**src/rtl/uart_pkg.sv**
```systemverilog
// Shared UART definitions: state encoding, frame constants and the parity helper,
// common to the transmit serializer and the future receive deserializer.
package uart_pkg;

   localparam int DATA_BITS     = 8;
   localparam int BIT_IDX_W     = $clog2(DATA_BITS);
   localparam int DIV_W_DEFAULT = 16;

   typedef enum logic [2:0] {
      S_IDLE   = 3'd0,
      S_START  = 3'd1,
      S_DATA   = 3'd2,
      S_PARITY = 3'd3,
      S_STOP   = 3'd4
   } uart_state_e;

   function automatic logic even_parity(input logic [DATA_BITS-1:0] data);
      return ^data;
   endfunction

endpackage

```
**src/rtl/uart_baud_tick.sv**
```systemverilog
// Bit-period counter: counts 0..div while enabled and flags the last cycle of each bit.
module uart_baud_tick
   import uart_pkg::*;
#(
   parameter int DIV_W = DIV_W_DEFAULT
) (
   input  logic             clk,
   input  logic             rst,
   input  logic             clr,
   input  logic             en,
   input  logic [DIV_W-1:0] div,
   output logic             tick
);

   logic [DIV_W-1:0] cnt_r;

   assign tick = en && (cnt_r == div);

   // Count within the current bit; wrap to zero on each bit boundary.
   always_ff @(posedge clk) begin
      if (rst || clr) begin
         cnt_r <= {DIV_W{1'b0}};
      end else if (tick) begin
         cnt_r <= {DIV_W{1'b0}};
      end else if (en) begin
         cnt_r <= cnt_r + {{(DIV_W-1){1'b0}}, 1'b1};
      end
   end

endmodule

```
**src/rtl/uart_tx_serializer.sv**
```systemverilog
// UART transmit stage: pops bytes from the TX FIFO and serialises start/data/[parity]/stop.
// Define UART_TX_PARITY_EN to insert an even-parity bit after the data bits.
module uart_tx_serializer
   import uart_pkg::*;
#(
   parameter int DIV_W = DIV_W_DEFAULT
) (
   input  logic                 clk,
   input  logic                 rst,
   input  logic                 tx_en,
   input  logic [DIV_W-1:0]     baud_div,
   input  logic                 stop2,
   input  logic [DATA_BITS-1:0] fifo_data,
   input  logic                 fifo_empty,
   output logic                 fifo_rd_en,
   output logic                 tx,
   output logic                 busy,
   output logic                 tx_done
);

   uart_state_e          state_r;
   logic [DATA_BITS-1:0] shreg_r;
   logic [BIT_IDX_W-1:0] bit_idx_r;
   logic [DIV_W-1:0]     div_lat_r;
   logic                 stop2_lat_r;
   logic                 stop_idx_r;
   logic                 start_s;
   logic                 tick_s;
`ifdef UART_TX_PARITY_EN
   logic                 par_r;
`endif

   assign start_s = (state_r == S_IDLE) && tx_en && !fifo_empty;

   uart_baud_tick #(.DIV_W(DIV_W)) u_baud_tick (
      .clk  (clk),
      .rst  (rst),
      .clr  (start_s),
      .en   (state_r != S_IDLE),
      .div  (div_lat_r),
      .tick (tick_s)
   );

   // Frame sequencer; all outputs are registered here.
   always_ff @(posedge clk) begin
      if (rst) begin
         state_r     <= S_IDLE;
         shreg_r     <= {DATA_BITS{1'b0}};
         bit_idx_r   <= {BIT_IDX_W{1'b0}};
         div_lat_r   <= {DIV_W{1'b0}};
         stop2_lat_r <= 1'b0;
         stop_idx_r  <= 1'b0;
         fifo_rd_en  <= 1'b0;
         tx          <= 1'b1;
         busy        <= 1'b0;
         tx_done     <= 1'b0;
`ifdef UART_TX_PARITY_EN
         par_r       <= 1'b0;
`endif
      end else begin
         fifo_rd_en <= 1'b0;
         tx_done    <= 1'b0;
         case (state_r)
            S_IDLE: begin
               tx <= 1'b1;
               if (start_s) begin
                  shreg_r     <= fifo_data;
                  div_lat_r   <= baud_div;
                  stop2_lat_r <= stop2;
                  fifo_rd_en  <= 1'b1;
                  tx          <= 1'b0;
                  busy        <= 1'b1;
                  state_r     <= S_START;
`ifdef UART_TX_PARITY_EN
                  par_r       <= even_parity(fifo_data);
`endif
               end
            end
            S_START: begin
               if (tick_s) begin
                  tx        <= shreg_r[0];
                  bit_idx_r <= {BIT_IDX_W{1'b0}};
                  state_r   <= S_DATA;
               end
            end
            S_DATA: begin
               if (tick_s) begin
                  if (bit_idx_r == BIT_IDX_W'(DATA_BITS - 1)) begin
`ifdef UART_TX_PARITY_EN
                     tx         <= par_r;
                     state_r    <= S_PARITY;
`else
                     tx         <= 1'b1;
                     stop_idx_r <= 1'b0;
                     state_r    <= S_STOP;
`endif
                  end else begin
                     shreg_r   <= {1'b0, shreg_r[DATA_BITS-1:1]};
                     tx        <= shreg_r[1];
                     bit_idx_r <= bit_idx_r + {{(BIT_IDX_W-1){1'b0}}, 1'b1};
                  end
               end
            end
`ifdef UART_TX_PARITY_EN
            S_PARITY: begin
               if (tick_s) begin
                  tx         <= 1'b1;
                  stop_idx_r <= 1'b0;
                  state_r    <= S_STOP;
               end
            end
`endif
            S_STOP: begin
               if (tick_s) begin
                  // stop_idx_r equals the latched stop2 only on the final stop bit
                  if (stop_idx_r == stop2_lat_r) begin
                     tx_done <= 1'b1;
                     busy    <= 1'b0;
                     state_r <= S_IDLE;
                  end else begin
                     stop_idx_r <= 1'b1;
                  end
               end
            end
            default: begin
               tx      <= 1'b1;
               busy    <= 1'b0;
               state_r <= S_IDLE;
            end
         endcase
      end
   end

endmodule

```
**config.mk**
```make
export PLATFORM = sky130hd
export DESIGN_NAME = uart_tx_serializer
export DESIGN_NICKNAME = d
export VERILOG_FILES = /design/src/rtl/uart_pkg.sv /design/src/rtl/uart_baud_tick.sv /design/src/rtl/uart_tx_serializer.sv
export SDC_FILE = /design/constraint.sdc
export NUM_CORES = 1
export LEC_CHECK = 0
export CORE_UTILIZATION = 55
export DETAILED_ROUTE_END_ITERATION = 8
export MAX_ROUTING_LAYER = met4
export PLACE_DENSITY = 0.88
export SLEW_MARGIN = 20
export SYNTH_ARGS = -nofsm -noshare
export SYNTH_HDL_FRONTEND = slang
export SYNTH_HIERARCHICAL = 1
export SYNTH_SLANG_ARGS = --single-unit
export TNS_END_PERCENT = 1
```
**constraint.sdc**
```tcl
create_clock -name clk -period 3.5 [get_ports clk]
set_input_delay 0.525 -clock clk [delete_from_list [all_inputs] [get_ports clk]]
set_output_delay 0.525 -clock clk [all_outputs]
set_load 0.02 [all_outputs]
```
Word level (Yosys, flattened, before mapping)
Cells that the tools add are included.
{"block": "totals", "register_bits": 52, "in_bits": 29, "word_cells": 83}
{"block": "op_classes", "addsub": 2, "eq_ne": 14, "muxes": 31, "n_bitwise": 4, "reduce_logical": 21}
{"op": "2-to-1 mux 3 bit", "count": 9}
{"op": "2-to-1 mux 8 bit", "count": 3}
{"op": "adder 16 x 1 -> 16 bit (second input constant)", "count": 1}
{"op": "equality test 16 bit", "count": 1}
{"op": "case mux 8 bit (2 select lines)", "count": 1}
{"op": "inequality test 2 bit (second input constant)", "count": 7}
{"op": "2-to-1 mux 1 bit", "count": 13}
{"op": "case mux 3 bit (4 select lines)", "count": 1}
{"op": "AND reduction 4 bit", "count": 3}
{"op": "equality test 3 bit (second input constant)", "count": 2}
{"op": "case mux 3 bit (2 select lines)", "count": 1}
{"op": "AND reduction 6 bit", "count": 1}
{"op": "nonzero test 2 bit", "count": 3}
{"op": "OR reduction 2 bit", "count": 3}
{"op": "AND reduction 5 bit", "count": 1}
{"op": "inverter 1 bit", "count": 4}
{"op": "case mux 1 bit (4 select lines)", "count": 1}
{"op": "adder 3 x 1 -> 3 bit (second input constant)", "count": 1}
{"op": "equality test 3 x 1 -> 1 bit (second input constant)", "count": 1}
{"op": "equality test 3 x 2 -> 1 bit (second input constant)", "count": 1}
{"op": "logical AND 1 bit", "count": 3}
{"op": "logical NOT 3 bit", "count": 1}
{"op": "case mux 1 bit (3 select lines)", "count": 1}
{"op": "AND reduction 3 bit", "count": 1}
{"op": "other kinds (8)", "count": 8}

Depth between registers and ports, before layout
{"block": "depth", "depth_word": 5, "ltp_mapped": 12, "ltp_nobuf": 8}

Modules after synthesis
Netlist, hierarchy kept.
{"module": "uart_tx_serializer", "instances": 1, "cells_per_inst": 181, "area_per_inst_um2": 1551.5, "seq_area_each_um2": 720.7}
{"module": "uart_baud_tick", "instances": 1, "cells_per_inst": 104, "area_per_inst_um2": 1032.2, "seq_area_each_um2": 320.3}

Least setup slack after synthesis
OpenSTA, ideal clock, no wires.
{"block": "synth_timing", "path_kind": "register to register", "from": "reg u_baud_tick.cnt_r[8]", "to": "reg shreg_r[2]", "setup_ns": 0.134, "t_arrival_ns": 2.276, "required_ns": 3.366, "slack_ns": 1.091, "path_stages_with_launch": 12, "n_path_buf": 4, "period_less_slack_ns": 2.409, "path_cell_list": "dfxtp_1 > xnor2_1 > nand4_1 > nor4_1 > and3_1 > buf_6 > buf_6 > clkbuf_1 > nor3b_4 > or2_2 > buf_4 > a211oi_1"}
{"block": "synth_between", "elab_chain_len": 4}
{"item": "start, declared", "line_no": "uart_baud_tick.sv:15", "text": "logic [DIV_W-1:0] cnt_r;"}
{"item": "start signal, assigned", "line_no": "uart_baud_tick.sv:22", "text": "cnt_r <= {DIV_W{1'b0}};"}
{"item": "start signal, assigned", "line_no": "uart_baud_tick.sv:24", "text": "cnt_r <= {DIV_W{1'b0}};"}
{"item": "start signal, assigned", "line_no": "uart_baud_tick.sv:26", "text": "cnt_r <= cnt_r + {{(DIV_W-1){1'b0}}, 1'b1};"}
{"item": "equality test 16 bit", "line_no": "uart_baud_tick.sv:17", "text": "assign tick = en && (cnt_r == div);"}
{"item": "logical AND 1 bit", "line_no": "uart_baud_tick.sv:17"}
{"item": "net tick_s", "line_no": "uart_tx_serializer.sv:28", "text": "logic tick_s;"}
{"item": "inequality test 2 bit (no line)"}
{"item": "AND reduction 4 bit (no line)"}
{"item": "end signal, assigned", "line_no": "uart_tx_serializer.sv:48", "text": "shreg_r <= {DATA_BITS{1'b0}};"}
{"item": "end signal, assigned", "line_no": "uart_tx_serializer.sv:67", "text": "shreg_r <= fifo_data;"}
{"item": "end signal, assigned", "line_no": "uart_tx_serializer.sv:98", "text": "shreg_r <= {1'b0, shreg_r[DATA_BITS-1:1]};"}
{"item": "end, declared", "line_no": "uart_tx_serializer.sv:22", "text": "logic [DATA_BITS-1:0] shreg_r;"}
The timed path passes the listed nets, and every way through them passes these cells.
A chain may end at the register's enable or synchronous reset.

Final worst setup path
{"block": "layout_timing", "from": "reg u_baud_tick.cnt_r[8]", "to": "reg shreg_r[4]"}
The elaborated chain is that of the path after synthesis.

==> qor.txt <==
Result of the run: complete, but fails checks
Violated checks: DRC
Min setup slack post-route: 1.09 ns
Sequential-to-total area share from yosys stat: 0.403
Max transition margin: 0.323
Vias post-DR: 2056
Finished Layout Cells: 356
Number of buffers inserted by post-CTS setup repair: 0
Number of buffers inserted during clock tree synthesis: 5
Routed Antenna Nets: 0
Shortest clock period the worst path allows after layout: 2.41 ns
Count of input and output buffers: 32
Post-placement worst setup slack: 0.957 ns
Max-slew violation count: 0
Wire length of the first global-routing pass: 8970 um
Layout Area Growth over Synthesis: 13.4%
Max rail drop VDD: 283 uV
Total Routing Usage GR: 0.233
Placed Cells incl. Taps: 348
Flip-flop and latch count after synthesis: 52
Clock tree from TritonCTS: yes
Area share of the largest cell type after synthesis: 0.403
Storage cell area: 0.00104 mm^2
Data arrival time of the worst path: 2.56 ns
CTS H-Tree Depth: 2
Setup crit end kind: flip-flop
Unrepaired setup endpoints after global routing: false
Final Power: 0.00113 W
Static Leakage: 1.04 nW
Post-route fraction of the period consumed by the critical path: 0.688
I/O pin total: 33
Via/cell ratio: 5.78
Power per cell area: 384 mW/mm^2
Hold-fix buffers at CTS: 0
Number of cells upsized or downsized after cts: 0
Initial antenna violation count: 0
Critical setup path kind: flip-flop to flip-flop
Clock-pin transition on the worst setup and hold timing paths: 0.09 ns
Synth async-reset ratio: 0
Insertion delay to the later sink of the worst-skew pair: 0.31 ns
Gate count after technology mapping: 285
Die footprint: 0.00498 mm^2
Total nets after synthesis: 317
Count of filler cells inserted in the layout: 381
Average cell area after synthesis: 9.07 um^2
HPWL after detailed placement: 3530 um
Cell taking the most area after synthesis: dfxtp_1
Minimum hold slack: 0.473 ns
Max frequency: 415 MHz
Slew at the pin closest to its max-slew limit: 1.02 ns
Most common cell in the synthesized netlist: dfxtp_1
Detail-routed net length per standard cell: 14.8 um
Clock tree buffer depth: 2
Cell types with the highest counts after synthesis: dfxtp_1, nand2_1, xnor2_1
Number of synthesized flops with an enable pin: 0
Setup TNS: 0 ns
Antenna cell count: 0
Overall die height: 70.5 um
Clock Root Buffer: clkbuf_8
Total number of clock tree sinks: 52
Top flip-flop cell by instance count after synthesis: dfxtp_1
Wire length reported by the detailed router: 5260 um
Hold WC Path Type: flip-flop to flip-flop
Multi-input combinational cell area: 0.00139 mm^2
Final number of setup-violating endpoints: 0
Largest fanout on the critical path: 11
Clock tree skew after final layout: 0.00787 ns
Yosys warns: 6
Ratio of cells with drive above 1 in the final layout: 0.0987
Total of max-cap violations: 0
Number of core rows: 24
Net total in the final layout: 335
Gp weighted congestion: 0.887
Data required time of the worst path: 3.65 ns
Via count of the first global-routing pass: 2025
Final hold vios: 0
Iter 0 DRT Violations: 163
Width of the chip: 70.5 um
Total overflow reported by the global router: 0
Element type at the critical path start: flip-flop
Area of the mapped netlist: 0.00258 mm^2
Cell variety after synth: 44
Synth top area cells: dfxtp_1, xnor2_1, nand2_1, nor4_2, a21oi_1
Maximum number of pins on one net before global-route repair: 54
Router iterations before antenna repair: 6
Starting utilization of the core area: 0.581
Total DRC errors in the routed layout: 2
CORE AREA: 0.00444 mm^2
routing by layer:
layer / share of wire / global-route usage
met1: 0.47 / 0.298
met2: 0.47 / 0.362
met4: 0.013 / 0.0844
met3: 0.046 / 0.0570
met5: 0 / -
logic make-up after synthesis:
logic type	count (synthesis)	synth area share
AO/OA/AOI/OAI	38	0.0867
XOR/XNOR	32	0.108
multiplexers	11	0.0426
adder cells (fa/ha/maj)	3	0.0145
buffers and inverters	26	0.0591
AND/OR/NAND/NOR	123	0.286
flip-flops	52	0.403
where the power goes:
group	internal (W)	switching (W)	total (W)
logic	0.0000706	0.0000723	0.000143
clock network	0.000162	0.000191	0.000353
registers	0.000612	0.0000180	0.000630
total	0.000845	0.000281	0.00113
flip-flops by register name, summed over array words and instances, names as in the netlist:
name and count:
div_lat_r 16, u_baud_tick/cnt_r 16, shreg_r 8, bit_idx_r 3, state_r 3, busy 1, fifo_rd_en 1, stop2_lat_r 1
stop_idx_r 1, tx 1, tx_done 1
worst max-delay path, cell delays in order, from the launching register on:
cell,delay [ns]
dfxtp_1,0.50
xnor2_1,0.15
nand4_1,0.09
nor4_1,0.26
and3_1,0.45
nor3b_4,0.43
or2_2,0.26
a211oi_1,0.10
per-stage QoR:
step	cell area, um^2	utilization
after floorplan	2580	-
after global placement	2840	0.639
after detailed placement	2840	0.639
after CTS	2930	0.659
after global routing	2930	0.659
final	2930	0.659
final timing paths:
kind | startpoint | end | slack [ns] | depth (start not counted)
max | u_baud_tick/cnt_r[8]$_SDFFE_PP0P_ | shreg_r[4]$_SDFFE_PP0P_ | 1.09 | 7
min | div_lat_r[1]$_SDFFE_PP0P_ | div_lat_r[1]$_SDFFE_PP0P_ | 0.47 | 2
max reg2reg | u_baud_tick/cnt_r[8]$_SDFFE_PP0P_ | shreg_r[4]$_SDFFE_PP0P_ | 1.09 | 7
min reg2reg | div_lat_r[1]$_SDFFE_PP0P_ | div_lat_r[1]$_SDFFE_PP0P_ | 0.47 | 2
area by class of cell:
type / instances / share of cell area
repair buffers: 33 / 0.110
clock buffers: 8 / 0.0308
inverters: 4 / 0.00683
well taps: 52 / 0.0222
multi-input cells: 207 / 0.475
flip-flops and latches: 52 / 0.355
placed cells by master (no fill, tap or decap), drive strengths merged, types with 2 or more instances in the layout:
master         synthesis  layout
a211oi                 7       7
inv                    3       3
nand2                 42      42
buf                   14       2
xnor2                 28      28
or3                    3       3
o21ai                  3       3
clkbuf                 8       8
nor4                  20      20
nand4                 11      11
nor2b                  2       2
mux2i                 11      11
nor2                  16      16
or2                    3       3
nor3                  13      13
nand3                  2       2
and3                   4       4
a21oi                 23      23
ha                     3       3
dfxtp                 52      52
clkdlybuf4s50          0      31
nand2b                 2       2
xor2                   4       4
nor3b                  2       2
(Power assumes the default switching activity.)
